`src/rtl/dith_round_robin_if.sv`:
```
// Handshake bundle for the dither round-robin sequencer.
// master = controller side driving enables/triggers, slave = sequencer.
interface dith_round_robin_if #(
   parameter int N_CH = 2,
   parameter int CW   = 32
);
   localparam int AW = (N_CH > 1) ? $clog2(N_CH) : 1;

   logic                 EN;
   logic [N_CH-1:0]      trig;
   logic [N_CH*CW-1:0]   cnt_MAX;
   logic [N_CH-1:0]      chMask;
   logic [N_CH-1:0]      dithEN;
   logic [AW-1:0]        active_ch;
   logic                 ho_pulse;
   logic                 ho_timeout;

   modport master (
      output EN, trig, cnt_MAX, chMask,
      input  dithEN, active_ch, ho_pulse, ho_timeout
   );

   modport slave (
      input  EN, trig, cnt_MAX, chMask,
      output dithEN, active_ch, ho_pulse, ho_timeout
   );
endinterface

```
`src/rtl/dith_round_robin.sv`:
```
// Round-robin dither sequencer: one channel dithers for cnt_MAX+1 modulation cycles,
// then a one-cycle gap and a handoff that waits for the outgoing channel's cycle end.
module dith_round_robin #(
   parameter int N_CH       = 2,
   parameter int CW         = 32,
   parameter int START_CH   = 1,
   parameter int HO_TIMEOUT = 0
) (
   input  logic               clk,
   input  logic               rst,
   dith_round_robin_if.slave  bus
);
   localparam int AW     = (N_CH > 1) ? $clog2(N_CH) : 1;
   localparam int TW     = (HO_TIMEOUT > 1) ? $clog2(HO_TIMEOUT + 1) : 1;
   localparam int TO_LIM = (HO_TIMEOUT > 0) ? HO_TIMEOUT - 1 : 0;
   localparam logic [CW-1:0] CNT_SAT   = '1;
   localparam logic [AW-1:0] START_IDX = AW'(START_CH);

   typedef enum logic [1:0] {IDLE, RUN, GAP, HANDOFF} state_t;

   state_t          state, state_nxt;
   logic [CW-1:0]   cnt, cnt_nxt, cnt_inc, cmax;
   logic [AW-1:0]   act, act_nxt, prev, prev_nxt, start_ch;
   logic [N_CH-1:0] dith, dith_nxt;
   logic            hop, hop_nxt, hot, hot_nxt;
   logic [TW-1:0]   hoc, hoc_nxt, hoc_inc;
   logic            timed_out;

   // First unmasked channel after c, wrapping; c itself is considered last.
   function automatic logic [AW-1:0] next_ch(input logic [AW-1:0] c, input logic [N_CH-1:0] m);
      logic [AW-1:0] r;
      logic          found;
      int            idx;
      r     = c;
      found = 1'b0;
      for (int i = 1; i <= N_CH; i++) begin
         idx = (int'(c) + i) % N_CH;
         if (!found && m[idx]) begin
            r     = AW'(idx);
            found = 1'b1;
         end
      end
      return r;
   endfunction

   function automatic logic [N_CH-1:0] onehot(input logic [AW-1:0] c);
      return N_CH'(1) << c;
   endfunction

   assign start_ch  = bus.chMask[START_IDX] ? START_IDX : next_ch(START_IDX, bus.chMask);
   assign cmax      = bus.cnt_MAX[int'(act)*CW +: CW];
   assign cnt_inc   = (bus.trig[act] && (cnt != CNT_SAT)) ? cnt + 1'b1 : cnt;
   assign hoc_inc   = (hoc == '1) ? hoc : hoc + 1'b1;
   assign timed_out = (HO_TIMEOUT > 0) && (hoc >= TW'(TO_LIM));

   always_ff @(posedge clk) begin
      if (rst) begin
         state <= IDLE;
         cnt   <= '0;
         act   <= '0;
         prev  <= '0;
         dith  <= '0;
         hop   <= 1'b0;
         hot   <= 1'b0;
         hoc   <= '0;
      end else begin
         state <= state_nxt;
         cnt   <= cnt_nxt;
         act   <= act_nxt;
         prev  <= prev_nxt;
         dith  <= dith_nxt;
         hop   <= hop_nxt;
         hot   <= hot_nxt;
         hoc   <= hoc_nxt;
      end
   end

   always_comb begin
      state_nxt = state;
      cnt_nxt   = cnt;
      act_nxt   = act;
      prev_nxt  = prev;
      dith_nxt  = dith;
      hop_nxt   = 1'b0;
      hot_nxt   = 1'b0;
      hoc_nxt   = hoc;

      if (!bus.EN || (bus.chMask == '0)) begin
         state_nxt = IDLE;
         cnt_nxt   = '0;
         act_nxt   = '0;
         dith_nxt  = '0;
         hoc_nxt   = '0;
      end else begin
         case (state)
            IDLE: begin
               state_nxt = RUN;
               act_nxt   = start_ch;
               dith_nxt  = onehot(start_ch);
               hop_nxt   = 1'b1;
               cnt_nxt   = '0;
            end
            RUN: begin
               if (!bus.chMask[act] || (cnt_inc > cmax)) begin
                  state_nxt = GAP;
                  dith_nxt  = '0;
                  cnt_nxt   = '0;
                  prev_nxt  = act;
                  act_nxt   = next_ch(act, bus.chMask);
                  hoc_nxt   = '0;
               end else begin
                  cnt_nxt = cnt_inc;
               end
            end
            GAP: begin
               state_nxt = HANDOFF;
               if (!bus.chMask[act]) act_nxt = next_ch(prev, bus.chMask);
            end
            HANDOFF: begin
               // A masked target is re-chosen first; the handoff still waits on prev.
               if (!bus.chMask[act]) begin
                  act_nxt = next_ch(prev, bus.chMask);
                  hoc_nxt = hoc_inc;
               end else if (bus.trig[prev] || timed_out) begin
                  state_nxt = RUN;
                  dith_nxt  = onehot(act);
                  hop_nxt   = 1'b1;
                  hot_nxt   = !bus.trig[prev];
                  cnt_nxt   = '0;
               end else begin
                  hoc_nxt = hoc_inc;
               end
            end
            default: state_nxt = IDLE;
         endcase
      end
   end

   assign bus.dithEN     = dith;
   assign bus.active_ch  = act;
   assign bus.ho_pulse   = hop;
   assign bus.ho_timeout = hot;
endmodule

```
`src/flat_wrapper.sv`:
```
// flat-port wrapper written by rule: the top's interface ports become plain ports
module dith_round_robin_flat 
#(
   parameter int N_CH       = 2,
   parameter int CW         = 32,
   parameter int START_CH   = 1,
   parameter int HO_TIMEOUT = 0
)
  (clk, rst, bus_EN, bus_trig, bus_cnt_MAX, bus_chMask, bus_dithEN, bus_active_ch, bus_ho_pulse, bus_ho_timeout);
  dith_round_robin_if #(.N_CH(N_CH), .CW(CW)) bus_i ();
  input  logic clk;
  input  logic rst;
  input wire logic [$bits(bus_i.EN)-1:0] bus_EN;
  input wire logic [$bits(bus_i.trig)-1:0] bus_trig;
  input wire logic [$bits(bus_i.cnt_MAX)-1:0] bus_cnt_MAX;
  input wire logic [$bits(bus_i.chMask)-1:0] bus_chMask;
  output wire logic [$bits(bus_i.dithEN)-1:0] bus_dithEN;
  output wire logic [$bits(bus_i.active_ch)-1:0] bus_active_ch;
  output wire logic [$bits(bus_i.ho_pulse)-1:0] bus_ho_pulse;
  output wire logic [$bits(bus_i.ho_timeout)-1:0] bus_ho_timeout;
  assign bus_i.EN = bus_EN;
  assign bus_i.trig = bus_trig;
  assign bus_i.cnt_MAX = bus_cnt_MAX;
  assign bus_i.chMask = bus_chMask;
  assign bus_dithEN = bus_i.dithEN;
  assign bus_active_ch = bus_i.active_ch;
  assign bus_ho_pulse = bus_i.ho_pulse;
  assign bus_ho_timeout = bus_i.ho_timeout;
  dith_round_robin #(.N_CH(N_CH), .CW(CW), .START_CH(START_CH), .HO_TIMEOUT(HO_TIMEOUT)) u_core (.clk(clk), .rst(rst), .bus(bus_i));
endmodule
```
`config.mk`:
```
export PLATFORM = sky130hd
export DESIGN_NAME = dith_round_robin_flat
export DESIGN_NICKNAME = d
export VERILOG_FILES = /design/src/rtl/dith_round_robin_if.sv /design/src/rtl/dith_round_robin.sv /design/src/flat_wrapper.sv
export SDC_FILE = /design/constraint.sdc
export NUM_CORES = 1
export LEC_CHECK = 0
export CAP_MARGIN = 25
export CORE_UTILIZATION = 51
export DETAILED_ROUTE_END_ITERATION = 10
export PLACE_DENSITY = 0.85
export SYNTH_ARGS = -nofsm -noshare
export SYNTH_HDL_FRONTEND = slang
export SYNTH_SLANG_ARGS = --single-unit
```
`constraint.sdc`:
```
create_clock -name clk -period 11.7 [get_ports clk]
set_clock_uncertainty 0.05 [all_clocks]
set_input_delay 2.925 -clock clk [delete_from_list [all_inputs] [get_ports clk]]
set_output_delay 2.925 -clock clk [all_outputs]
set_load 0.05 [all_outputs]
```
==> results.rst <==
.. list-table::
   :header-rows: 1

   * - Metric
     - Value
   * - Floorplan core area
     - between 6000 and 7000 sq um
   * - Flip-flop cell with the highest count after synthesis
     - sky130_fd_sc_hd__dfxtp_1
   * - Die span in y
     - 86.0 um
   * - Clock latency at the later pin of the worst-skew pair
     - 0.31 ns
   * - Ports
     - 76
   * - H-tree level count
     - 2
   * - Slowest Stage Delay on Critical Path
     - ~0.67 ns
   * - Setup slack of the worst register-to-register path
     - 6.46 ns
   * - Worst R2R Path Depth
     - 14
   * - Area share of the largest cell type after synthesis
     - 22.3%
   * - Sink Count
     - 40
   * - Commonest non-fill, non-tap cells in the layout
     - sky130_fd_sc_hd__clkdlybuf4s50_1 (75), sky130_fd_sc_hd__mux2i_1 (46), sky130_fd_sc_hd__dfxtp_1 (39), sky130_fd_sc_hd__ha_1 (38), sky130_fd_sc_hd__a21oi_1 (36)
   * - Area used by multi-input combinational logic
     - around 2700 sq um
   * - CTS buffer count
     - 5
   * - Number of buffers added for setup after CTS
     - 0
   * - Max transition margin
     - 45.6%
   * - Number of remaining DRC errors
     - 0
   * - Pin count of the biggest net entering global routing
     - 42
   * - DRT Pass-1 Iters
     - 4
   * - Placer congestion estimate
     - just over 0.9
   * - HPWL after detailed placement
     - 6940 um
   * - Syn_area_per_cell
     - 8.46 sq um
   * - Antenna violations before repair
     - 0
   * - Crit share post-route
     - 62.2%
   * - Die Outline Area
     - ~7400 sq um
   * - Number of endpoints failing setup at the final stage
     - 0
   * - CTS tree
     - built
   * - Max-slew violation count
     - 0
   * - Drt via density
     - 6.01
   * - Static Leak
     - 1.63 nW
   * - Count of buffers from port buffering
     - 75
   * - Root buf cell
     - sky130_fd_sc_hd__clkbuf_8
   * - Area growth from synthesis to layout
     - 26.7%
   * - Max clock buf depth
     - 2
   * - Yosys Warn Count
     - 0
   * - Global Route met2 Usage
     - between 40 and 50%
   * - Class of the tightest hold or removal check
     - reg -> reg
   * - Actual transition at the worst max-transition pin
     - 0.810 ns
   * - Worst hold stages
     - 2
   * - Register cell area after layout
     - about 800 sq um
   * - Met1 routing resource usage after global routing
     - around 30%
   * - Number of enable-type register cells in the synthesized netlist
     - 0
   * - Number of failing hold endpoints at the final stage
     - 0
   * - Quantity of hold-fixing buffers added after cts
     - 0
   * - Share of cells above drive strength 1
     - around 6.4%
   * - Synth Net Count
     - 534
   * - Time the worst path needs with I/O delays and setup
     - between 7 and 8 ns
   * - Number of diodes
     - 0
   * - Most common cell type on the critical path
     - sky130_fd_sc_hd__nor3_1
   * - Sequential element share of the synthesized area
     - between 20% and 30%
   * - Max Clk Rate
     - 137 MHz
   * - Yosys reg bits
     - 40
   * - Via count
     - 3577
   * - Setup_tns
     - 0 ns
   * - All-Layer GR Usage
     - 25.9%
   * - Worst-path cell with the longest stage delay
     - sky130_fd_sc_hd__a311oi_2
   * - Horizontal die dimension
     - 86.0 um
   * - Setup Crit Path Kind
     - in -> reg
   * - Most crowded layer after global routing
     - met2
   * - Non-Filler Cell Area, Final
     - 4560 sq um
   * - Count of nets left with antenna violations after detail routing
     - 0
   * - Total Nets Final
     - 607
   * - Distinct cell type count of the synthesized netlist
     - 59
   * - Data arrival time of the worst path
     - 7.41 ns
   * - Floorplan row count
     - 30
   * - Vias in the first global route
     - 3417
   * - Post-cts sizing count
     - 0
   * - Total detailed-routing wirelength
     - 9330 um
   * - Fraction of registers with async set or reset after synthesis
     - 0%
   * - Element type at the critical path end
     - flip-flop
   * - Worst Path Required
     - 11.84 ns
   * - Largest fanout on the critical path
     - 9
   * - Crit-path cells
     - clkdlybuf4s50_1, mux2_2, o311ai_0, nor3_1, nand3_1, xnor2_1, ha_1, nand4_1, a2111o_1, a311oi_2, nor3_1, o21ai_0, nor2_1
   * - Post-synth top area cell
     - sky130_fd_sc_hd__dfxtp_1
   * - Remaining global-route overflow
     - 0
   * - Critical Path Start Type
     - primary input
   * - First-pass GRT wire length
     - 15500 um
   * - Ratio of total power to cell area
     - 72.3 nW/um^2
   * - Avg WL per Cell
     - about 16 um
   * - Filler Cells Inserted
     - 562
   * - Outcome
     - complete, no violations
   * - GR met3 Demand/Resource
     - under 10%
   * - Cell Area, Placed
     - 4430 sq um
   * - Worst IR drop on VDD
     - 0.0444 mV
   * - Leading cell types by total area after synthesis
     - sky130_fd_sc_hd__dfxtp_1 (22%), sky130_fd_sc_hd__ha_1 (13%), sky130_fd_sc_hd__mux2i_1 (13%), sky130_fd_sc_hd__xnor2_1 (6.3%), sky130_fd_sc_hd__a21oi_1 (5.0%)
   * - CTS clock-pin slew for the worst setup and hold paths
     - 0.10 ns
   * - Setup repair after global routing missed its margin
     - false
   * - Number of cells produced by synthesis
     - ~430
   * - Number of DRC violations after detailed-routing iteration 0
     - 254
   * - Synthesized cell area
     - about 3600 sq um
   * - Max-capacitance violation count
     - 0
   * - Most common cell after layout, fill and taps aside
     - sky130_fd_sc_hd__clkdlybuf4s50_1
   * - Starting density of the core
     - 52.9%
-- critical path, delay by kind of cell --
kind            cells  cell delay [ns]
fa+ha+maj           1             0.33
simple gates        5             1.48
xor+xnor            1             0.19
compound gates      4             1.81
buf+inv             1             0.47
mux                 1             0.20
-- metal layers --
metal / wire length [um] / part of all wire [%] / vias to the layer above
met5: 0 / 0 / -
met4: 195 / 2.1 / 0
met3: 647 / 6.9 / 19
met2: 4700 / 50 / 152
met1: 3790 / 41 / 1666
li1: - / - / 1740
-- synth_stat cells, types with 2 or more instances --
cell type                  instances
sky130_fd_sc_hd__and2_1            2
sky130_fd_sc_hd__xor2_1            8
sky130_fd_sc_hd__o21ai_0          17
sky130_fd_sc_hd__o21ai_1           2
sky130_fd_sc_hd__nor2b_1           4
sky130_fd_sc_hd__o31ai_1           2
sky130_fd_sc_hd__o211ai_1          4
sky130_fd_sc_hd__clkbuf_1         10
sky130_fd_sc_hd__a22o_1            2
sky130_fd_sc_hd__nor4_1            3
sky130_fd_sc_hd__nand2_1          33
sky130_fd_sc_hd__nand3b_1          8
sky130_fd_sc_hd__mux2_2            3
sky130_fd_sc_hd__or2_2             2
sky130_fd_sc_hd__xnor2_1          26
sky130_fd_sc_hd__o21a_1            3
sky130_fd_sc_hd__nor3_1            7
sky130_fd_sc_hd__nand2b_1          5
sky130_fd_sc_hd__a21oi_1          36
sky130_fd_sc_hd__and3_1            6
sky130_fd_sc_hd__nand3_1          15
sky130_fd_sc_hd__ha_1             38
sky130_fd_sc_hd__buf_2             2
sky130_fd_sc_hd__dfxtp_1          40
sky130_fd_sc_hd__a32o_1            9
sky130_fd_sc_hd__nand4_1          19
sky130_fd_sc_hd__inv_1            15
sky130_fd_sc_hd__or4_4             2
sky130_fd_sc_hd__mux2i_1          46
sky130_fd_sc_hd__nor2_1           25
sky130_fd_sc_hd__o32a_1            2
sky130_fd_sc_hd__o311ai_0          2
-- final timing paths --
check	start	to
hold / removal	u_core.bus.dithEN[0]	u_core.bus.dithEN[0]
hold reg to reg	u_core.bus.dithEN[0]	u_core.bus.dithEN[0]
setup reg to reg	u_core.cnt[19]	u_core.cnt[26]
setup / recovery	bus_trig[1]	u_core.cnt[26]
-- kinds of logic after synthesis --
group,count (synthesis),share of synthesized area [%]
simple gates,144,22.1
compound gates,90,16.9
other cells,1,0.104
xor+xnor,34,8.28
flops,40,22.3
fa+ha+maj,38,13.2
mux,49,13.7
buf+inv,29,3.41
-- cell type report --
class / instances / share of cell area, %
Clock buffer: 5 / 1.51
Clock inverter: 3 / 1.02
Inverter: 15 / 1.23
Multi-Input combinational cell: 356 / 58.6
Sequential cell: 40 / 17.6
Tap cell: 96 / 2.63
Timing Repair Buffer: 80 / 17.4
-- where the power goes --
part | total (W) | internal [W] | switching (W)
Combinational | 0.0000715 | 0.0000392 | 0.0000323
Clock | 0.000120 | 0.0000643 | 0.0000558
Sequential | 0.000138 | 0.000137 | 0.000000728
Total | 0.000330 | 0.000241 | 0.0000888
-- state kept, by name (all words and copies together) (netlist names) --
name                   cells
u_core.state               2
u_core.bus.active_ch       1
u_core.bus.ho_pulse        1
u_core.bus.dithEN          2
u_core.prev                1
u_core.cnt                32
u_core.bus.ho_timeout      1
-- through the flow --
step | std cells | setup slack [ns] | util, % | total power [W] | hold slack, ns
final | 595 | 4.43 | 67.1 | 0.000330 | 0.440
after global routing | 595 | 4.14 | 67.1 | 0.000344 | 0.461
after CTS | 594 | 4.29 | 66.9 | 0.000329 | 0.440
after detailed placement | 586 | 4.02 | 65.2 | 0.000212 | 0.429
after global placement | 586 | 4.23 | 65.2 | 0.000209 | 0.416
after floorplan | 425 | 5.45 | - | 0.000178 | 0.424
(Power assumes the default switching activity.)
